<file path="src/rtl/bram_loader_pkg.sv">
// rtl/bram_loader_pkg.sv - shared loader constants: frame header, target codes, FSM states
package bram_loader_pkg;

   localparam int LOADER_DATA_WIDTH = 32;

   localparam logic [7:0] HEADER_BYTE = 8'hA5;

   localparam logic [7:0] TGT_INSTR = 8'h00;
   localparam logic [7:0] TGT_DATA  = 8'h01;
   localparam logic [7:0] TGT_RUN   = 8'h02;

   typedef enum logic [2:0] {
      ST_IDLE    = 3'd0,
      ST_TARGET  = 3'd1,
      ST_CNT_LO  = 3'd2,
      ST_CNT_HI  = 3'd3,
      ST_PAYLOAD = 3'd4,
      ST_CHECK   = 3'd5,
      ST_ERROR   = 3'd6
   } loader_state_t;

endpackage

</file>
<file path="src/rtl/bram_loader_word_assembler.sv">
// rtl/bram_loader_word_assembler.sv - little-endian byte-to-word shift-in with word_valid pulse
module bram_loader_word_assembler #(
   parameter int DATA_WIDTH = 32
) (
   input  logic                  clk,
   input  logic                  rst,
   input  logic                  clear,
   input  logic                  byte_valid,
   input  logic [7:0]            byte_in,
   output logic [DATA_WIDTH-1:0] word,
   output logic                  word_valid
);

   logic [1:0]            byte_cnt;
   logic [DATA_WIDTH-9:0] shift_q;

   // The fourth byte is used straight from the input so the word is ready in the same cycle.
   assign word       = {byte_in, shift_q};
   assign word_valid = byte_valid && (byte_cnt == 2'd3);

   always_ff @(posedge clk) begin
      if (!rst || clear) begin
         byte_cnt <= 2'd0;
         shift_q  <= '0;
      end else if (byte_valid) begin
         byte_cnt <= byte_cnt + 2'd1;
         shift_q  <= {byte_in, shift_q[DATA_WIDTH-9:8]};
      end
   end

endmodule

</file>
<file path="src/rtl/bram_loader.sv">
// rtl/bram_loader.sv - host-link frame parser loading instruction/data BRAMs and releasing the core
module bram_loader
   import bram_loader_pkg::*;
#(
   parameter int DATA_WIDTH = LOADER_DATA_WIDTH,
   parameter int ADDR_WIDTH = 10,
   parameter int MAX_WORDS  = 256
) (
   input  logic                  clk,
   input  logic                  rst,
   input  logic [7:0]            rx_byte,
   input  logic                  rx_valid,
   output logic                  rx_ready,
   output logic [ADDR_WIDTH-1:0] i_w_addr,
   output logic [DATA_WIDTH-1:0] i_w_dat,
   output logic                  i_w_enb,
   output logic [ADDR_WIDTH-1:0] d_w_addr,
   output logic [DATA_WIDTH-1:0] d_w_dat,
   output logic                  d_w_enb,
   output logic                  cpu_stall,
   output logic                  load_done,
   output logic                  err,
   input  logic                  err_clr
);

   localparam int IDX_W = $clog2(MAX_WORDS);

   loader_state_t         state;
   logic [1:0]            target;
   logic [15:0]           count;
   logic [7:0]            csum;
   logic [IDX_W-1:0]      word_index;
   logic [DATA_WIDTH-1:0] word;
   logic                  word_valid;

   logic                  hs;
   logic                  asm_clear;
   logic                  asm_shift;
   logic [15:0]           count_full;
   logic [ADDR_WIDTH-1:0] word_addr;
   logic                  last_word;

   assign hs         = rx_valid && rx_ready;
   assign asm_clear  = hs && (state == ST_IDLE) && (rx_byte == HEADER_BYTE);
   assign asm_shift  = hs && (state == ST_PAYLOAD);
   assign count_full = {rx_byte, count[7:0]};
   assign word_addr  = ADDR_WIDTH'({word_index, 2'b00});
   assign last_word  = (16'(word_index) + 16'd1) == count;

   bram_loader_word_assembler #(
      .DATA_WIDTH (DATA_WIDTH)
   ) u_word_assembler (
      .clk        (clk),
      .rst        (rst),
      .clear      (asm_clear),
      .byte_valid (asm_shift),
      .byte_in    (rx_byte),
      .word       (word),
      .word_valid (word_valid)
   );

   always_ff @(posedge clk) begin
      if (!rst) begin
         state      <= ST_IDLE;
         target     <= 2'd0;
         count      <= '0;
         csum       <= '0;
         word_index <= '0;
         rx_ready   <= 1'b0;
         i_w_addr   <= '0;
         i_w_dat    <= '0;
         i_w_enb    <= 1'b0;
         d_w_addr   <= '0;
         d_w_dat    <= '0;
         d_w_enb    <= 1'b0;
         cpu_stall  <= 1'b1;
         load_done  <= 1'b0;
         err        <= 1'b0;
      end else begin
         i_w_enb  <= 1'b0;
         d_w_enb  <= 1'b0;
         // Error entries below override this; ERROR keeps the link closed until err_clr.
         rx_ready <= (state != ST_ERROR);
         case (state)
            ST_IDLE: begin
               if (hs && rx_byte == HEADER_BYTE) begin
                  state      <= ST_TARGET;
                  cpu_stall  <= 1'b1;
                  load_done  <= 1'b0;
                  count      <= '0;
                  csum       <= '0;
                  word_index <= '0;
               end
            end
            ST_TARGET: begin
               if (hs) begin
                  if (rx_byte > TGT_RUN) begin
                     state    <= ST_ERROR;
                     rx_ready <= 1'b0;
                     err      <= 1'b1;
                  end else begin
                     target <= rx_byte[1:0];
                     csum   <= rx_byte;
                     state  <= ST_CNT_LO;
                  end
               end
            end
            ST_CNT_LO: begin
               if (hs) begin
                  count[7:0] <= rx_byte;
                  csum       <= csum ^ rx_byte;
                  state      <= ST_CNT_HI;
               end
            end
            ST_CNT_HI: begin
               if (hs) begin
                  count <= count_full;
                  csum  <= csum ^ rx_byte;
                  if (count_full > 16'(MAX_WORDS) ||
                      (target == TGT_RUN[1:0] && count_full != 16'd0)) begin
                     state    <= ST_ERROR;
                     rx_ready <= 1'b0;
                     err      <= 1'b1;
                  end else if (count_full == 16'd0) begin
                     state <= ST_CHECK;
                  end else begin
                     state <= ST_PAYLOAD;
                  end
               end
            end
            ST_PAYLOAD: begin
               if (hs) begin
                  csum <= csum ^ rx_byte;
                  if (word_valid) begin
                     if (target == TGT_INSTR[1:0]) begin
                        i_w_enb  <= 1'b1;
                        i_w_addr <= word_addr;
                        i_w_dat  <= word;
                     end else begin
                        d_w_enb  <= 1'b1;
                        d_w_addr <= word_addr;
                        d_w_dat  <= word;
                     end
                     word_index <= word_index + 1'b1;
                     if (last_word) begin
                        state <= ST_CHECK;
                     end
                  end
               end
            end
            ST_CHECK: begin
               if (hs) begin
                  if (rx_byte == csum) begin
                     state <= ST_IDLE;
                     if (target == TGT_RUN[1:0]) begin
                        cpu_stall <= 1'b0;
                        load_done <= 1'b1;
                     end
                  end else begin
                     state    <= ST_ERROR;
                     rx_ready <= 1'b0;
                     err      <= 1'b1;
                  end
               end
            end
            ST_ERROR: begin
               if (err_clr) begin
                  state    <= ST_IDLE;
                  err      <= 1'b0;
                  rx_ready <= 1'b1;
               end
            end
            default: begin
               state <= ST_IDLE;
            end
         endcase
      end
   end

endmodule

</file>
<file path="config.mk">
export PLATFORM = sky130hd
export DESIGN_NAME = bram_loader
export DESIGN_NICKNAME = d
export VERILOG_FILES = /design/src/rtl/bram_loader_pkg.sv /design/src/rtl/bram_loader_word_assembler.sv /design/src/rtl/bram_loader.sv
export SDC_FILE = /design/constraint.sdc
export NUM_CORES = 1
export LEC_CHECK = 0
export BUFFER_PORTS_ARGS = -buffer_cell sky130_fd_sc_hd__buf_2
export CAP_MARGIN = 20
export CORE_MARGIN = 1
export CORE_UTILIZATION = 51
export CTS_CLUSTER_SIZE = 28
export DETAILED_ROUTE_END_ITERATION = 12
export GPL_ROUTABILITY_DRIVEN = 0
export PLACE_DENSITY = 0.72
export SLEW_MARGIN = 15
export SYNTH_ARGS = -nofsm -noshare
export SYNTH_HDL_FRONTEND = slang
export SYNTH_HIERARCHICAL = 1
export SYNTH_SLANG_ARGS = --single-unit
</file>
<file path="constraint.sdc">
create_clock -name clk -period 3 [get_ports clk]
set_clock_uncertainty 0.1 [all_clocks]
set_input_delay 0.9 -clock clk [delete_from_list [all_inputs] [get_ports clk]]
set_output_delay 0.9 -clock clk [all_outputs]
set_load 0.005 [all_outputs]
</file>
==> flow_summary.toml, run 1 <==
[run_status]
status = "finished, final reports clean"

[global_routing]
antenna_found_initial = 0
gr-total-overflow = 0
grt_max_degree = 106
grt_pass1_wl_mm = 26.2
grt_pass1_vias = 5255
grt_util_all_layers_pct = 25.3

[power]
power_density_nw_per_um2 = 657
ir_drop_v = 0.000379
leakagePower_uw = 0.00291

[clocking]
cts_buffers = 17
cts_root_buf = "clkbuf_16"
clock_sinks = 149
cts_tree = "done"
post_cts_buffers = 0
clkLatencyLatePin_ps = 420
cts_max_path_buffers = 2
clk_pin_slew_ps = 60
cts_hold_buf = 0
htreeDepth = 4
cts_resized = 0

[logic_synthesis]
synthAdderAreaFrac_pct = 0.377
synthArstFlopShare_pct = 0
ys_top_cells_by_count = "nand2_1, dfxtp_1, a21boi_1, nor2_1, clkbuf_1"
synth_top_family_by_area = "simple AND/OR/NAND/NOR gates"
synth.area.top_cells = "dfxtp_1, nand2_1, a21boi_1"
synth-simple-area-share_pct = 22.0
ys_ff_latch = 149
synth_flop_cell = "dfxtp_1"
yosysTopAreaCellShare_pct = 44.9
syn-mean-instance-area_um2 = 8.53
synth_edf_count = 0
yosys-mux-area-fraction_pct = 4.22
ys_types = 63
yosys.area.top_type = "dfxtp_1"
yosysWarnings = 6
netlist_area_um2 = 6650
synth_compound_area_share_pct = 19.1
postSynthCellCount = 779
yosysMostFrequentCell = "nand2_1"
synth_seq_area_share_pct = 44.9
synth_xor_xnor_area_share_pct = 2.50

[drt]
wl_per_cell_um = 16.0
dr.pass1.iters = 5
num_vias = 5682
drc_errors = 0
wl_mm = 16.4
drtIter0Drc = 398
antenna_left = 0
via_per_inst = 5.53

[cells_and_area]
n_fill_cell = 1119
final_layout_size_suffix_gt1_share_pct = 19.1
diodes = 0
area_growth_pct = 15.3
multi_input_comb_area_um2 = 3230
regArea_um2 = 2980
finalNetCount = 856

[job]
maxCapViolations = 0

[timing]
layout_setup_ws_ps = 466
setup_tns_ps = 0
relSlewSlack_pct = 58.8
final-setup-viol-count = 0
rsz0062_at_grt = "false"
max_freq_ghz = 0.395
hold_viol = 0
slew_violations = 0
worst_slew_pin_slew_ps = 617
period_share_pct = 84.5
fin_crit_ps = 2530

[critical_path]
crit_required_ps = 3210
start_kind = "flip-flop"
cp.arrival_ps = 2750
crit_path_end_kind = "flip-flop"
criticalPathCategory = "reg -> reg"
path_max_fanout = 40

[die]
chipWidth_um = 116
dieArea_um2 = 13500
core_um2 = 12700
start_util_pct = 52.4
io_pins = 102
die_y_um = 116
row_count = 41

[placed_design]
place_hpwl_mm = 11.1
dp_slack_ps = 344
io_buffers = 97

[worst_hold_path]
hold_path.class = "reg -> reg"
[state kept, by name, summed over array words and instances, names as in the netlist]
name                       cells
word_index                     8
rx_ready                       1
u_word_assembler/shift_q      24
i_w_enb                        1
state                          3
target                         2
i_w_dat                       32
u_word_assembler/byte_cnt      2
i_w_addr                       8
d_w_dat                       32
d_w_addr                       8
count                         16
cpu_stall                      1
err                            1
load_done                      1
csum                           8
d_w_enb                        1
[layout by cell type (no fill, tap or decap), drive strengths merged, types with 3 or more instances in the layout]
cell and count:
a21o 4, nor2b 15, nand2 187, a31oi 6
o2111ai 3, nor3 10, a21boi 92, nor2 52
clkbuf 20, o22ai 3, a21oi 10, o21ai 29
nand3 28, a22oi 8, dfxtp 149, xnor2 11
and2 7, mux2i 28, conb 4, o211ai 11
clkinvlp 4, or3 3, clkinv 5, nor4 6
nand4 6, xor2 8, inv 9, buf 112
[cell families (layout without fill, tap and decap cells)]
| family | count (synthesis) | in the layout |
|---|---|---|
| buf+inv | 79 | 152 |
| compound gates | 177 | 177 |
| flops | 149 | 149 |
| other cells | 1 | 4 |
| simple gates | 324 | 324 |
| mux | 28 | 28 |
| fa+ha+maj | 2 | 2 |
| xor+xnor | 19 | 19 |
[area by class of cell]
type	count	area share, %
multi-input combinational	554	42.1
clock inverter	12	1.67
clock buffer	20	5.96
timing repair buffer	112	8.13
sequential	149	38.9
tap	172	2.81
inverter	8	0.392
[through the flow]
step                utilization [%]  hold slack [ps]  cell area [µm²]  cells  total power (µW)
floorplan                         -              330             6660    782              2810
global placement               55.9              338             7080    995              2940
detailed placement             55.9              342             7080    995              2970
CTS                            60.5              350             7660   1027              5040
global route                   60.5              366             7660   1027              5220
finish                         60.5              347             7660   1027              5040
[routing by layer]
metal | routed length (µm) | GRT usage (%) | vias up
met5 | 0 | 0 | -
met4 | 365 | 9.57 | 0
met3 | 783 | 5.97 | 29
met2 | 8190 | 43.2 | 163
met1 | 7060 | 30.9 | 2740
li1 | - | - | 2750
[power breakdown]
| group | internal, µW | total (µW) | switching (µW) |
|---|---|---|---|
| logic | 293 | 883 | 589 |
| registers | 2020 | 2060 | 39.8 |
| clock network | 1260 | 2100 | 833 |
| total | 3570 | 5040 | 1460 |
[worst paths after layout]
path | cells after the start | start | slack (ps) | end
worst max register to register | 9 | state[1] | 470 | d_w_dat[25]
worst min register to register | 2 | d_w_dat[12] | 350 | d_w_dat[12]
worst max-delay path | 9 | state[1] | 470 | d_w_dat[25]
worst min-delay path | 2 | d_w_dat[12] | 350 | d_w_dat[12]
[worst max-delay path: stages, from the launching register on]
cell and delay (ps):
dfxtp_1 450, nor2_1 270, nand2_1 250, nor2_4 170
and2_1 220, nand3_4 180, or2_1 280, buf_4 270
nand2_1 140, a21boi_1 70
No activity file was read; power rests on OpenSTA's default activity.
==> run 2, diff against run 1 <==
==> constraint.sdc (replaced) <==
create_clock -name clk -period 2.5 [get_ports clk]
set_clock_uncertainty 0.1 [all_clocks]
set_input_delay 0.75 -clock clk [delete_from_list [all_inputs] [get_ports clk]]
set_output_delay 0.75 -clock clk [all_outputs]
set_load 0.005 [all_outputs]
==> flow_summary.toml, run 2 (synthesized netlist as in run 1, its figures left out) <==
[job]
maxCapViolations = 0

[die]
io_pins = 102
start_util_pct = 52.4
die_y_um = 116
dieArea_um2 = 13500
core_um2 = 12700
row_count = 41
chipWidth_um = 116

[worst_hold_path]
holdPathStages = 2
hold_path.class = "reg -> reg"

[run_status]
status = "finished, final reports clean"

[timing]
max_freq_ghz = 0.449
rsz0062_at_grt = "false"
fin_crit_ps = 2230
period_share_pct = 89.0
slew_violations = 0
hold_viol = 0
setup_tns_ps = 0
worst_slew_pin_slew_ps = 620
hold_ws_ps = 347
final-setup-viol-count = 0
relSlewSlack_pct = 58.6

[clocking]
clkLatencyLatePin_ps = 420
htreeDepth = 4
cts_buffers = 17
clk_pin_slew_ps = 60
cts_hold_buf = 0
cts_resized = 0
cts_max_path_buffers = 2
post_cts_buffers = 0
cts_root_buf = "clkbuf_16"
cts_tree = "done"
clock_sinks = 149

[critical_path]
critPathMaxStageDelay_ps = 310
path_cells = "nor2_1 > nand2_1 > nor2_4 > and2_1 > inv_1 > o21ai_0 > nand3_2 > a21o_1 > a21oi_1 > nor2b_1"
path_max_fanout = 9
criticalPathCategory = "reg -> reg"
crit_buf_inv = 1
start_kind = "flip-flop"
cp.arrival_ps = 2440
cp_top_family = "simple AND/OR/NAND/NOR gates"
reg2reg_depth = 10
crit_required_ps = 2720
crit_path_end_kind = "flip-flop"
slowest_stage = "dfxtp_1"
crit_cells = 10

[global_routing]
gr-total-overflow = 0
antenna_found_initial = 0
grt_pass1_vias = 5199
grt_max_degree = 92
grt_util_all_layers_pct = 24.1
grt_pass1_wl_mm = 25.1

[drt]
dr.pass1.iters = 5
num_vias = 5711
antenna_left = 0
drtIter0Drc = 470
wl_mm = 16.1
drc_errors = 0
wl_per_cell_um = 15.5
via_per_inst = 5.50

[power]
ir_drop_v = 0.000436
power_uw = 5960
leakagePower_uw = 0.00298
power_density_nw_per_um2 = 768

[cells_and_area]
finalNetCount = 869
final_cell_mix = "nand2_1, dfxtp_1, buf_2"
diodes = 0
area_growth_pct = 16.9
largestRegisters = "d_w_dat (32), i_w_dat (32), u_word_assembler/shift_q (24)"
final_area_um2 = 7770
final_layout_size_suffix_gt1_share_pct = 20.1
final_common_cell = "nand2_1"

[placed_design]
placed_cell_area_um2 = 7200
io_buffers = 97
place_hpwl_mm = 11.0
[run 2: changes by cell type in the layout (fill, tap and decap cells not counted)]
cell	delta
clkbuf_1	+1
buf_4	+11
bufinv_16	-1
inv_6	-1
clkinvlp_4	-3
clkbuf_8	+2
buf_12	+2
clkinv_4	+1
[run 2: layout make-up]
cell class | count | area, µm²
repair buffers | 125 | 746
fillers | 1105 | 4900
clock inverters | 8 | 75.1
well taps | 172 | 215
clock buffers | 23 | 488
flip-flops and latches | 149 | 2980
multi-input cells | 554 | 3230
inverters | 8 | 30.0
[run 2: path summary, 6_finish.rpt]
kind / end / from / slack (ps)
min reg2reg: d_w_dat[11] / d_w_dat[11] / 350
max reg2reg: word_index[3] / state[0] / 270
max: word_index[3] / state[0] / 270
min: d_w_dat[11] / d_w_dat[11] / 350
[run 2: power breakdown]
group	internal, µW	switching [µW]
logic	371	718
registers	2420	39.2
clock network	1460	951
total	4260	1710
[run 2: worst reg2reg max path, delay by kind of cell, from the launching register on]
kind	cells	cell delay (ps)
flip-flops	1	310
AO/OA/AOI/OAI	3	610
AND/OR/NAND/NOR	6	1030
buffers and inverters	1	70
[run 2: through the flow]
| stage | instances | worst slack, ps | utilization (%) |
|---|---|---|---|
| after floorplan | 782 | 1.32 | - |
| final | 1039 | 275 | 61.3 |
| after detailed placement | 1008 | 17.9 | 56.8 |
| after CTS | 1039 | 295 | 61.3 |
| after global placement | 1008 | 87.9 | 56.8 |
| after global routing | 1039 | 88.8 | 61.3 |
[run 2: routing by layer]
| layer | vias up | global-route usage, % | routed length [µm] |
|---|---|---|---|
| met5 | - | 0 | 0 |
| met4 | 0 | 11.1 | 482 |
| met3 | 46 | 5.97 | 859 |
| met2 | 195 | 39.4 | 7700 |
| met1 | 2694 | 30.1 | 7020 |
| li1 | 2776 | - | - |
==> run 3, diff against run 2 <==
--- a/config.mk
+++ b/config.mk
@@ -12,7 +12,7 @@
 export CTS_CLUSTER_SIZE = 28
 export DETAILED_ROUTE_END_ITERATION = 12
 export GPL_ROUTABILITY_DRIVEN = 0
-export PLACE_DENSITY = 0.72
+export PLACE_DENSITY = 0.73
 export SLEW_MARGIN = 15
 export SYNTH_ARGS = -nofsm -noshare
 export SYNTH_HDL_FRONTEND = slang
==> flow_summary.toml, run 3 (synthesized netlist as in run 1, its figures left out) <==
[cells_and_area]
largestRegisters = "d_w_dat (32), i_w_dat (32), u_word_assembler/shift_q (24)"
final_common_cell = "nand2_1"
final_util_pct = 61.2
diodes = 0
area_growth_pct = 16.6
final_cell_mix = "nand2_1, dfxtp_1, buf_2"
final_layout_size_suffix_gt1_share_pct = 19.7
finalNetCount = 866
n_fill_cell = 1068

[die]
die_y_um = 116
dieArea_um2 = 13500
chipWidth_um = 116
io_pins = 102
core_um2 = 12700
row_count = 41
start_util_pct = 52.4

[drt]
via_per_inst = 5.58
dr.pass1.iters = 6
num_vias = 5780
drtIter0Drc = 457
antenna_left = 0
wl_per_cell_um = 15.9
wl_mm = 16.5
drc_errors = 0

[global_routing]
grt_pass1_vias = 5237
gr-total-overflow = 0
grt_max_degree = 51
antenna_found_initial = 0
grt_pass1_wl_mm = 25.8
grt_util_all_layers_pct = 24.8

[critical_path]
r2r_slack_ps = 160
start_kind = "flip-flop"
startpoint = "state[0]"
r2r_start = "state[0]"
crit_path_end_kind = "flip-flop"
timing.rr.end = "state[1]"
cp.arrival_ps = 2590
crit_required_ps = 2750
criticalPathCategory = "reg -> reg"
reg2reg_depth = 10
endpoint = "state[1]"
path_max_fanout = 4

[timing]
relSlewSlack_pct = 58.1
hold_ws_ps = 349
period_share_pct = 93.6
worst_slew_pin_slew_ps = 628
slew_violations = 0
fin_crit_ps = 2340
hold_viol = 0
rsz0062_at_grt = "false"
final-setup-viol-count = 0
setup_tns_ps = 0
max_freq_ghz = 0.427

[clocking]
cts_root_buf = "clkbuf_16"
htreeDepth = 4
cts_tree = "done"
post_cts_buffers = 0
cts_resized = 0
clk_pin_slew_ps = 60
cts_max_path_buffers = 2
clock_sinks = 149
cts_buffers = 17
cts_hold_buf = 0
clkLatencyLatePin_ps = 420

[power]
ir_drop_v = 0.000425
power_uw = 6030
power_density_nw_per_um2 = 778
leakagePower_uw = 0.00295

[placed_design]
place_hpwl_mm = 11.2
io_buffers = 97

[worst_hold_path]
hold_path.class = "reg -> reg"

[run_status]
status = "finished, final reports clean"

[job]
maxCapViolations = 0
run 3: worst min path at each step:
stage | start | to | slack [ps] | depth (start not counted)
4_1_cts | d_w_dat[16] | d_w_dat[16] | 350 | 2
2_1_floorplan | count[15] | count[15] | 330 | 2
6_report | d_w_dat[16] | d_w_dat[16] | 350 | 2
3_3_place_gp | i_w_dat[8] | i_w_dat[8] | 340 | 2
5_1_grt | i_w_dat[30] | i_w_dat[30] | 370 | 2
3_5_place_dp | d_w_dat[16] | d_w_dat[16] | 340 | 2
run 3: layout make-up:
type	count	area [µm²]	area share (%)
Inverter	8	30.0	0.388
Timing Repair Buffer	122	723	9.33
Clock buffer	22	464	5.99
Clock inverter	8	101	1.31
Sequential cell	149	2980	38.5
Multi-Input combinational cell	554	3230	41.7
Tap cell	172	215	2.78
run 3: layer usage:
metal | GRT usage [%] | vias up | routed length [µm] | share of wire, %
li1 | - | 2770 | - | -
met3 | 4.10 | 49 | 772 | 4.7
met4 | 13.8 | 0 | 570 | 3.5
met1 | 30.5 | 2764 | 7080 | 43
met5 | 0 | - | 0 | 0
met2 | 41.5 | 197 | 8040 | 49
run 3: critical path, cell delays in order (launching register included):
cell and delay, ps:
dfxtp_1 320, nor2_1 270, nand2_2 190, nor2_4 130
and2_1 230, inv_1 90, o2111ai_1 250, o211ai_1 150
a31oi_1 250, o21ai_0 140, a21oi_1 160
run 3: power breakdown:
part           switching, µW  leakage (µW)  internal [µW]
clock network            953      0.000268           1510
logic                    736       0.00149            366
registers               43.6       0.00120           2420
total                   1730       0.00295           4300
run 3: through the flow:
step | std cells | area, µm² | worst slack, ps
after floorplan | 782 | 6660 | 1.32
after global placement | 1005 | 7180 | 106
after detailed placement | 1005 | 7180 | 28.6
after CTS | 1035 | 7750 | 171
after global routing | 1035 | 7750 | 56.4
final | 1035 | 7750 | 160
